<file path="config.mk">
export PLATFORM = sky130hd
export DESIGN_NAME = pipeline_exec_ctrl_flat
export DESIGN_NICKNAME = d
export VERILOG_FILES = /design/src/rtl/pipeline_exec_ctrl_pkg.sv /design/src/rtl/pipeline_exec_ctrl_if.sv /design/src/rtl/pipeline_exec_ctrl_sat_counter.sv /design/src/rtl/pipeline_exec_ctrl.sv /design/src/flat_wrapper.sv
export SDC_FILE = /design/constraint.sdc
export NUM_CORES = 1
export LEC_CHECK = 0
export ABC_AREA = 1
export CORE_ASPECT_RATIO = 1.75
export CORE_MARGIN = 2
export CORE_UTILIZATION = 50
export DETAILED_ROUTE_END_ITERATION = 12
export GPL_ROUTABILITY_DRIVEN = 0
export PLACE_DENSITY = 0.89
export SLEW_MARGIN = 15
export SYNTH_ARGS = -nofsm -noshare
export SYNTH_HDL_FRONTEND = slang
export SYNTH_SLANG_ARGS = --single-unit
</file>
<file path="constraint.sdc">
create_clock -name i_clk -period 3.02 [get_ports i_clk]
set_input_delay 0.604 -clock i_clk [delete_from_list [all_inputs] [get_ports i_clk]]
set_output_delay 0.604 -clock i_clk [all_outputs]
set_load 0.005 [all_outputs]
</file>
<file path="src/rtl/pipeline_exec_ctrl_pkg.sv">
// Shared pipeline control encodings: latch modes, debug commands, controller states,
// plus the per-state output decode used by the execution controller.
package pipeline_ctrl_pkg;

    localparam logic [1:0] FREEZE_MOD = 2'b00;
    localparam logic [1:0] CONT_MOD   = 2'b01;
    localparam logic [1:0] STEP_MOD   = 2'b11;

    localparam int NB_DRAIN = 4;

    typedef enum logic [1:0] {
        CMD_NOP  = 2'b00,
        CMD_RUN  = 2'b01,
        CMD_STEP = 2'b10,
        CMD_HALT = 2'b11
    } cmd_e;

    typedef enum logic [2:0] {
        ST_IDLE = 3'd0,
        ST_RUN  = 3'd1,
        ST_STEP = 3'd2,
        ST_DUMP = 3'd3,
        ST_DONE = 3'd4
    } state_e;

    typedef struct packed {
        logic [1:0] mode;
        logic       execute;
        logic       dump_req;
        logic       done;
        logic       cmd_ready;
    } ctrl_out_t;

    // Outputs are loaded together with the state so they come straight off flops.
    function automatic ctrl_out_t state_outputs(state_e st);
        ctrl_out_t o;
        o = '{mode: FREEZE_MOD, execute: 1'b0, dump_req: 1'b0, done: 1'b0, cmd_ready: 1'b0};
        case (st)
            ST_IDLE: o.cmd_ready = 1'b1;
            ST_RUN: begin
                o.mode      = CONT_MOD;
                o.cmd_ready = 1'b1;
            end
            ST_STEP: begin
                o.mode    = STEP_MOD;
                o.execute = 1'b1;
            end
            ST_DUMP: o.dump_req = 1'b1;
            ST_DONE: begin
                o.done      = 1'b1;
                o.cmd_ready = 1'b1;
            end
            default: ;
        endcase
        return o;
    endfunction

endpackage

</file>
<file path="src/rtl/pipeline_exec_ctrl_if.sv">
// Debug-unit link: command handshake toward the controller and dump request/ack back.
// The controller takes the slave side; the debug unit drives the master side.
interface pipeline_exec_ctrl_if;
    import pipeline_ctrl_pkg::*;

    logic i_cmd_valid;
    cmd_e i_cmd;
    logic o_cmd_ready;
    logic o_dump_req;
    logic i_dump_ack;

    modport master (
        output i_cmd_valid, i_cmd, i_dump_ack,
        input  o_cmd_ready, o_dump_req
    );

    modport slave (
        input  i_cmd_valid, i_cmd, i_dump_ack,
        output o_cmd_ready, o_dump_req
    );
endinterface

</file>
<file path="src/rtl/pipeline_exec_ctrl_sat_counter.sv">
// Saturating up-counter with enable; sticks at all-ones.
// Latency: count visible the cycle after an enabled edge.
// Backpressure: none, free-running when enabled.
module sat_counter #(
    parameter int WIDTH = 32
) (
    input  logic             i_clk,
    input  logic             i_reset,
    input  logic             i_en,
    output logic [WIDTH-1:0] o_count
);

    always_ff @(posedge i_clk) begin
        if (i_reset) begin
            o_count <= '0;
        end else if (i_en && (o_count != '1)) begin
            o_count <= o_count + WIDTH'(1);
        end
    end

endmodule

</file>
<file path="src/rtl/pipeline_exec_ctrl.sv">
// Turns debug run/step/halt commands into latch mode/advance controls, drains on EOF.
// Latency: accepted command drives mode/execute on the next cycle; all outputs registered.
// Backpressure: cmd_ready low in STEP and DUMP; dump_req held until dump_ack.
module pipeline_exec_ctrl
    import pipeline_ctrl_pkg::*;
#(
    parameter int NB_CYCLE_CNT = 32,
    parameter int DRAIN_CYCLES = 1
) (
    input  logic                    i_clk,
    input  logic                    i_reset,
    pipeline_exec_ctrl_if.slave     dbg,
    input  logic                    i_eof_flag,
    output logic [1:0]              o_pipeline_mode,
    output logic                    o_execute_instruct,
    output logic [NB_CYCLE_CNT-1:0] o_cycle_count,
    output logic                    o_done,
    output logic [2:0]              o_state
);

    localparam logic [NB_DRAIN-1:0] DRAIN_LOAD = NB_DRAIN'(DRAIN_CYCLES);

    state_e              state;
    ctrl_out_t           outs;
    logic                eof_seen;
    logic [NB_DRAIN-1:0] drain_cnt;
    logic [NB_DRAIN-1:0] drain_nxt;
    logic                advancing;
    logic                eof_first;
    logic                finished;
    logic                cmd_take;

    assign advancing = (state == ST_RUN) || (state == ST_STEP);
    assign eof_first = i_eof_flag && !eof_seen;
    assign cmd_take  = dbg.i_cmd_valid && outs.cmd_ready;

    // Finished looks at the count after this cycle's update, so the final
    // drain cycle and the EOF cycle itself can both end the program.
    always_comb begin
        drain_nxt = drain_cnt;
        if (eof_first) begin
            drain_nxt = DRAIN_LOAD;
        end else if (advancing && eof_seen && (drain_cnt != '0)) begin
            drain_nxt = drain_cnt - NB_DRAIN'(1);
        end
    end

    assign finished = (eof_seen || eof_first) && (drain_nxt == '0);

    always_ff @(posedge i_clk) begin
        if (i_reset) begin
            state     <= ST_IDLE;
            outs      <= state_outputs(ST_IDLE);
            eof_seen  <= 1'b0;
            drain_cnt <= '0;
        end else begin
            eof_seen  <= eof_seen | i_eof_flag;
            drain_cnt <= drain_nxt;
            case (state)
                ST_IDLE: begin
                    if (cmd_take && (dbg.i_cmd == CMD_RUN)) begin
                        state <= ST_RUN;
                        outs  <= state_outputs(ST_RUN);
                    end else if (cmd_take && (dbg.i_cmd == CMD_STEP)) begin
                        state <= ST_STEP;
                        outs  <= state_outputs(ST_STEP);
                    end
                end
                ST_RUN: begin
                    if (finished || (cmd_take && (dbg.i_cmd == CMD_HALT))) begin
                        state <= ST_DUMP;
                        outs  <= state_outputs(ST_DUMP);
                    end
                end
                ST_STEP: begin
                    state <= ST_DUMP;
                    outs  <= state_outputs(ST_DUMP);
                end
                ST_DUMP: begin
                    if (dbg.i_dump_ack) begin
                        state <= finished ? ST_DONE : ST_IDLE;
                        outs  <= state_outputs(finished ? ST_DONE : ST_IDLE);
                    end
                end
                ST_DONE: ;
                default: begin
                    state <= ST_IDLE;
                    outs  <= state_outputs(ST_IDLE);
                end
            endcase
        end
    end

    sat_counter #(
        .WIDTH (NB_CYCLE_CNT)
    ) u_cycle_cnt (
        .i_clk   (i_clk),
        .i_reset (i_reset),
        .i_en    (advancing),
        .o_count (o_cycle_count)
    );

    assign o_pipeline_mode    = outs.mode;
    assign o_execute_instruct = outs.execute;
    assign o_done             = outs.done;
    assign o_state            = state;
    assign dbg.o_cmd_ready    = outs.cmd_ready;
    assign dbg.o_dump_req     = outs.dump_req;

endmodule

</file>
<file path="src/flat_wrapper.sv">
// flat-port wrapper written by rule: the top's interface ports become plain ports
module pipeline_exec_ctrl_flat import pipeline_ctrl_pkg::*;
#(
    parameter int NB_CYCLE_CNT = 32,
    parameter int DRAIN_CYCLES = 1
)
  (i_clk, i_reset, i_eof_flag, o_pipeline_mode, o_execute_instruct, o_cycle_count, o_done, o_state, dbg_i_cmd_valid, dbg_i_cmd, dbg_i_dump_ack, dbg_o_cmd_ready, dbg_o_dump_req);
  pipeline_exec_ctrl_if dbg_i ();
  input  logic i_clk;
  input  logic i_reset;
  input  logic i_eof_flag;
  output logic [1:0] o_pipeline_mode;
  output logic o_execute_instruct;
  output logic [NB_CYCLE_CNT-1:0] o_cycle_count;
  output logic o_done;
  output logic [2:0] o_state;
  input wire logic [$bits(dbg_i.i_cmd_valid)-1:0] dbg_i_cmd_valid;
  input wire logic [$bits(dbg_i.i_cmd)-1:0] dbg_i_cmd;
  input wire logic [$bits(dbg_i.i_dump_ack)-1:0] dbg_i_dump_ack;
  output wire logic [$bits(dbg_i.o_cmd_ready)-1:0] dbg_o_cmd_ready;
  output wire logic [$bits(dbg_i.o_dump_req)-1:0] dbg_o_dump_req;
  assign dbg_i.i_cmd_valid = dbg_i_cmd_valid;
  assign dbg_i.i_cmd = dbg_i_cmd;
  assign dbg_i.i_dump_ack = dbg_i_dump_ack;
  assign dbg_o_cmd_ready = dbg_i.o_cmd_ready;
  assign dbg_o_dump_req = dbg_i.o_dump_req;
  pipeline_exec_ctrl #(.NB_CYCLE_CNT(NB_CYCLE_CNT), .DRAIN_CYCLES(DRAIN_CYCLES)) u_core (.i_clk(i_clk), .i_reset(i_reset), .dbg(dbg_i), .i_eof_flag(i_eof_flag), .o_pipeline_mode(o_pipeline_mode), .o_execute_instruct(o_execute_instruct), .o_cycle_count(o_cycle_count), .o_done(o_done), .o_state(o_state));
endmodule
</file>
==> impl_metrics.tcl, run 1 <==
set metrics [dict create \
    areaGrowthSynthToFinish_pct 22.8 \
    reg2reg_slack_ns 0.89 \
    p_leak_nw 1.11 \
    min_path_cells 2 \
    cp-end-kind "flip-flop" \
    netlist_area_mm2 0.00258 \
    dp_hpwl_mm 5.00 \
    grt_pass1_wl_mm 11.1 \
    worst_r2r_path_depth 11 \
    peakVddDrop_mv 0.421 \
    postCtsResizedCells 0 \
    fmax_mhz 470 \
    power_density_mw_per_mm2 480 \
    avgSynthCellArea_um2 6.77 \
    routedWlPerCell_um 13.7 \
    power.switching_mw 0.532 \
    drc 0 \
    cts.sinks 44 \
    dp.cells 475 \
    yosysSeqAreaShare_pct 34.2 \
    p_seq_share_pct 43.3 \
    grt.overflow.total 0 \
    p_total_mw 1.52 \
    vias 2703 \
    rows 34 \
    cts-buffers-inserted 5 \
    drive_gt1_share_pct 11.7 \
    viasPerCell 5.60 \
    rsz0062_at_grt "false" \
    io_pins 48 \
    h-tree-depth 2 \
    status "complete, no violations" \
    hp-class "reg -> reg" \
    finalHoldViolations 0 \
    combinationalPowerShare_pct 31.8 \
    fin_ws_ns 0.892 \
    drt_iter0_markers 120 \
    cp.required_ns 3.20 \
    tightest_slew_ns 0.649 \
    syn_nets 390 \
    antenna_cells 0 \
    fin_setup_tns_ns 0 \
    max_cap_violations 0 \
    groute.usage.overall_pct 24.0 \
    first_pass_iters 5 \
    start_kind "flip-flop" \
    path_clk_slew_ns 0.08 \
    postRouteAntennaNets 0 \
    critPathKind "reg -> reg" \
    nFillCells 445 \
    path_max_fanout 13 \
    met2_length_mm 3.55 \
    core_region_area_mm2 0.00498 \
    cts_setup_buffers 0 \
    first_global_vias 2672 \
    final_cells 483 \
    synth_seq_cells 44 \
    io_buffers 47 \
    antenna_found_initial 0 \
    min_period_ns 2.13 \
    cts_tree "yes" \
    clock_path_buffers 2 \
    initial_core_util_pct 51.8 \
    yosysWarningCount 0 \
    met3WireLength_um 315 \
    synth.distinct_cells 35 \
    slew_violations 0 \
    internal_power_mw 0.987 \
    place_ws_ns 0.656 \
    clock_power_share_pct 24.9 \
    hold_buffers 0 \
    grt_max_degree 28 \
    dieArea_mm2 0.00577 \
    finalNetCount 437 \
    die_h_um 99 \
    clock_skew_ns 0.00486 \
    critical_path_arrival_ns 2.31 \
    clk_root_buffer_cell "clkbuf_8" \
    swShare_pct 35.0 \
    setup_viol 0 \
    wl_met1_mm 2.49 \
    highest_layer "met4" \
    max-slew-margin-rel_pct 56.7 \
    clk_latency_ns 0.30 \
    synthCells 381 \
    finalCritPeriodShare_pct 70.5 \
    drt_wl_total_mm 6.61 \
    die_width_um 58.3 \
]
power by group through the flow:
| stage | logic (mW) | registers, mW | clock network [mW] |
|---|---|---|---|
| 2_1_floorplan | 0.334 | 0.669 | 0 |
| 3_3_place_gp | 0.462 | 0.670 | 0 |
| 4_1_cts | 0.481 | 0.658 | 0.389 |
| 6_report | 0.483 | 0.659 | 0.379 |
| 5_1_grt | 0.535 | 0.663 | 0.416 |
| 3_5_place_dp | 0.478 | 0.672 | 0 |
cell usage after synthesis:
cell type / number / area (µm²)
nor4_1: 3 / 18.8
a21oi_1: 30 / 150
nand3b_1: 1 / 7.51
nor3_2: 9 / 90.1
nor3b_2: 4 / 50.1
buf_2: 1 / 5.00
o21ai_0: 10 / 50.1
nand3_1: 26 / 130
o21ai_1: 5 / 25.0
clkbuf_1: 4 / 15.0
nor2_1: 44 / 165
inv_1: 37 / 139
ha_1: 2 / 25.0
nand2_1: 94 / 353
nor2_4: 1 / 11.3
or2_1: 1 / 6.26
nor2_2: 6 / 37.5
nor3b_1: 1 / 7.51
o21bai_1: 1 / 7.51
xnor2_1: 5 / 43.8
nor3_1: 12 / 60.1
buf_4: 2 / 15.0
nand4_1: 6 / 37.5
nor3_4: 1 / 16.3
a31oi_1: 2 / 12.5
a21oi_2: 1 / 8.76
buf_6: 2 / 22.5
nand2_2: 9 / 56.3
nand3_2: 2 / 20.0
nand2_4: 1 / 11.3
inv_2: 5 / 18.8
dfxtp_1: 44 / 881
xor2_1: 7 / 61.3
nor4_2: 1 / 12.5
o21a_1: 1 / 7.51
through the flow:
stage	utilization (%)	cell area (µm²)	hold WS, ns
6_report	63.6	3170	0.476
5_1_grt	63.6	3170	0.498
4_1_cts	63.6	3170	0.481
3_5_place_dp	61.8	3070	0.469
3_3_place_gp	61.8	3070	0.453
2_1_floorplan	-	2580	0.454
logic make-up after synthesis:
group           Yosys count  synth area share (%)
compound gates           50                  10.1
xor+xnor                 12                  4.08
simple gates            222                  42.3
fa+ha+maj                 2                 0.970
buf+inv                  51                  8.34
flops                    44                  34.2
flip-flops by register name (all words and copies together), names as in the netlist:
name and count:
u_core.o_state 2, u_core.dbg.o_dump_req 1, u_core.o_pipeline_mode 2, u_core.eof_seen 1, u_core.drain_cnt 4, u_core.dbg.o_cmd_ready 1, u_core.u_cycle_cnt.o_count 32, u_core.o_done 1
metal layers:
layer | global-route usage (%) | vias to the layer above
li1 | - | 1331
met1 | 25.0 | 1248
met2 | 43.6 | 102
met3 | 3.67 | 22
met4 | 13.4 | 0
met5 | 0 | -
placed cells by master (no fill, tap or decap), types with 6 or more instances in the layout:
| cell type | count |
|---|---|
| a21oi_1 | 30 |
| clkbuf_8 | 6 |
| clkdlybuf4s50_1 | 47 |
| dfxtp_1 | 44 |
| inv_1 | 37 |
| nand2_1 | 94 |
| nand2_2 | 9 |
| nand3_1 | 26 |
| nand4_1 | 6 |
| nor2_1 | 44 |
| nor2_2 | 6 |
| nor3_1 | 12 |
| nor3_2 | 9 |
| o21ai_0 | 10 |
| xor2_1 | 7 |
final cells by class:
type,count,area [µm²],area share [%]
multi-input combinational,286,1480,46.8
sequential,44,881,27.8
timing repair buffer,49,485,15.3
inverter,42,158,4.98
clock buffer,6,82.6,2.61
tap,54,67.6,2.13
clock inverter,2,10.0,0.316
path summary, 6_finish.rpt:
kind                                               startpoint                        endpoint
worst max-delay path            u_core.u_cycle_cnt.o_count[1]  u_core.u_cycle_cnt.o_count[26]
worst min register to register          u_core.dbg.o_dump_req           u_core.dbg.o_dump_req
worst min-delay path                    u_core.dbg.o_dump_req           u_core.dbg.o_dump_req
worst max register to register  u_core.u_cycle_cnt.o_count[1]  u_core.u_cycle_cnt.o_count[26]
critical path, cell delays in order (launching register included):
cell	delay, ns
dfxtp_1	0.35
ha_1	0.20
nand2_1	0.09
nor2_1	0.08
nand2_1	0.17
nor2_2	0.07
a21oi_2	0.52
nand2_2	0.19
nor2_2	0.16
nand2_1	0.06
nand2_1	0.06
a21oi_1	0.05
Power figures use the tool's default switching activity.
==> run 2, diff against run 1 <==
- clock period: 3.02 -> 2.2 ns (I/O delays scaled with it)
==> impl_metrics.tcl, run 2 (same netlist as run 1, synthesis figures left out) <==
set metrics [dict create \
    cts_tree "yes" \
    clock_skew_ns 0.00496 \
    postRouteAntennaNets 0 \
    dieArea_mm2 0.00577 \
    slowest_stage "dfxtp_1" \
    routedWlPerCell_um 14.0 \
    critical_path_arrival_ns 2.20 \
    areaGrowthSynthToFinish_pct 23.9 \
    path_buf_inv 1 \
    cp_common_cell "nand2_1" \
    postCtsResizedCells 0 \
    grt.overflow.total 0 \
    grt_pass1_wl_mm 11.3 \
    setup_viol 0 \
    swShare_pct 34.8 \
    critPathKind "reg -> reg" \
    cts_setup_buffers 0 \
    final_common_cell "nand2_1" \
    path_clk_slew_ns 0.08 \
    cts.sinks 44 \
    antenna_found_initial 0 \
    drt_wl_total_mm 6.80 \
    fin_setup_tns_ns 0 \
    die_h_um 99 \
    finalCritPeriodShare_pct 90.9 \
    top_regs "u_core.u_cycle_cnt.o_count (32), u_core.drain_cnt (4)" \
    max-slew-margin-rel_pct 61.5 \
    combinationalPowerShare_pct 32.0 \
    start_kind "flip-flop" \
    largest_register_ffs 32 \
    initial_core_util_pct 51.8 \
    grt_max_degree 28 \
    rsz0062_at_grt "false" \
    cp_slowest_stage_delay_ns 0.39 \
    final_util_pct 64.2 \
    power_density_mw_per_mm2 654 \
    critical-path-top-delay-family "simple AND/OR/NAND/NOR gates" \
    p_leak_nw 1.12 \
    hold_buffers 0 \
    drt_iter0_markers 179 \
    finalNetCount 441 \
    p_total_mw 2.09 \
    min_period_ns 2.00 \
    drc 0 \
    vias 2715 \
    peakVddDrop_mv 0.556 \
    cp_cell_sequence "ha_1 -> nand2_1 -> nor2_1 -> nand2_1 -> nor2_2 -> nand2_1 -> nand2_4 -> nor2_2 -> nand3_1 -> nand2_1 -> inv_1 -> nor2_1" \
    io_buffers 47 \
    finalHoldViolations 0 \
    slew_violations 0 \
    status "complete, no violations" \
    path_max_fanout 27 \
    first_pass_iters 4 \
    fmax_mhz 500 \
    top_register "u_core.u_cycle_cnt.o_count" \
    cts-buffers-inserted 5 \
    clk_latency_ns 0.30 \
    drive_gt1_share_pct 12.0 \
    p_seq_share_pct 43.3 \
    nFillCells 424 \
    rows 34 \
    cp-end-kind "flip-flop" \
    core_region_area_mm2 0.00498 \
    io_pins 48 \
    tightest_slew_ns 0.577 \
    hp-class "reg -> reg" \
    groute.usage.overall_pct 24.5 \
    cp.required_ns 2.40 \
    h-tree-depth 2 \
    viasPerCell 5.57 \
    die_width_um 58.3 \
    antenna_cells 0 \
    dp_hpwl_mm 5.16 \
    mostFrequentLayoutCells "nand2_1 (94), clkdlybuf4s50_1 (47), nor2_1 (44), dfxtp_1 (44), inv_1 (37)" \
    clk_root_buffer_cell "clkbuf_8" \
    reg2reg_slack_ns 0.20 \
    clock_power_share_pct 24.7 \
    max_cap_violations 0 \
    internal_power_mw 1.36 \
    power.switching_mw 0.728 \
    first_global_vias 2738 \
    clock_path_buffers 2 \
]
run 2: changes by cell type in the layout (fill, tap and decap cells not counted):
cell,delta
clkinv_2,-2
buf_4,+4
clkbuf_1,+2
run 2: final timing paths:
path,to,start,cells past startpoint
hold reg to reg,u_core.o_pipeline_mode[0],u_core.o_pipeline_mode[0],2
setup / recovery,u_core.u_cycle_cnt.o_count[16],u_core.u_cycle_cnt.o_count[1],12
hold / removal,u_core.o_pipeline_mode[0],u_core.o_pipeline_mode[0],2
setup reg to reg,u_core.u_cycle_cnt.o_count[16],u_core.u_cycle_cnt.o_count[1],12
run 2: through the flow:
stage	hold WS, ns	std cells	setup WS [ns]	cell area (µm²)
6_report	0.474	487	0.200	3190
3_5_place_dp	0.465	479	-0.0124	3100
5_1_grt	0.499	487	0.0328	3190
2_1_floorplan	0.454	381	0.553	2580
3_3_place_gp	0.455	479	0.122	3100
4_1_cts	0.477	487	0.198	3190
run 2: per-layer routing:
layer | global-route usage (%) | share of wire, % | up-vias
li1 | - | - | 1336
met2 | 44.4 | 55 | 90
met1 | 23.2 | 36 | 1260
met5 | 0 | 0 | -
met4 | 16.3 | 4.0 | 0
met3 | 5.64 | 5.3 | 29
run 2: worst min-delay path: cells and delay by family (launching register included):
kind             cells  cell delay, ns
flip-flops           1            0.32
AND/OR/NAND/NOR      1            0.06
AO/OA/AOI/OAI        1            0.05
run 2: power groups by stage:
stage | logic (mW) | clock network [mW] | registers [mW]
2_1_floorplan | 0.458 | 0 | 0.918
5_1_grt | 0.738 | 0.563 | 0.912
3_5_place_dp | 0.660 | 0 | 0.922
3_3_place_gp | 0.637 | 0 | 0.920
6_report | 0.669 | 0.517 | 0.904
4_1_cts | 0.663 | 0.534 | 0.903
run 2: area by class of cell:
class | count | area [µm²] | area share (%)
Tap cell | 54 | 67.6 | 2.12
Timing Repair Buffer | 53 | 515 | 16.1
Clock buffer | 8 | 90.1 | 2.82
Sequential cell | 44 | 881 | 27.6
Multi-Input combinational cell | 286 | 1480 | 46.4
Inverter | 42 | 158 | 4.94
==> run 3, diff against run 2 <==
- HOLD_SLACK_MARGIN: unset -> 0.12
==> results of run 3 <==
Same layout as run 2: the final DEF is identical, and so are final timing and power.
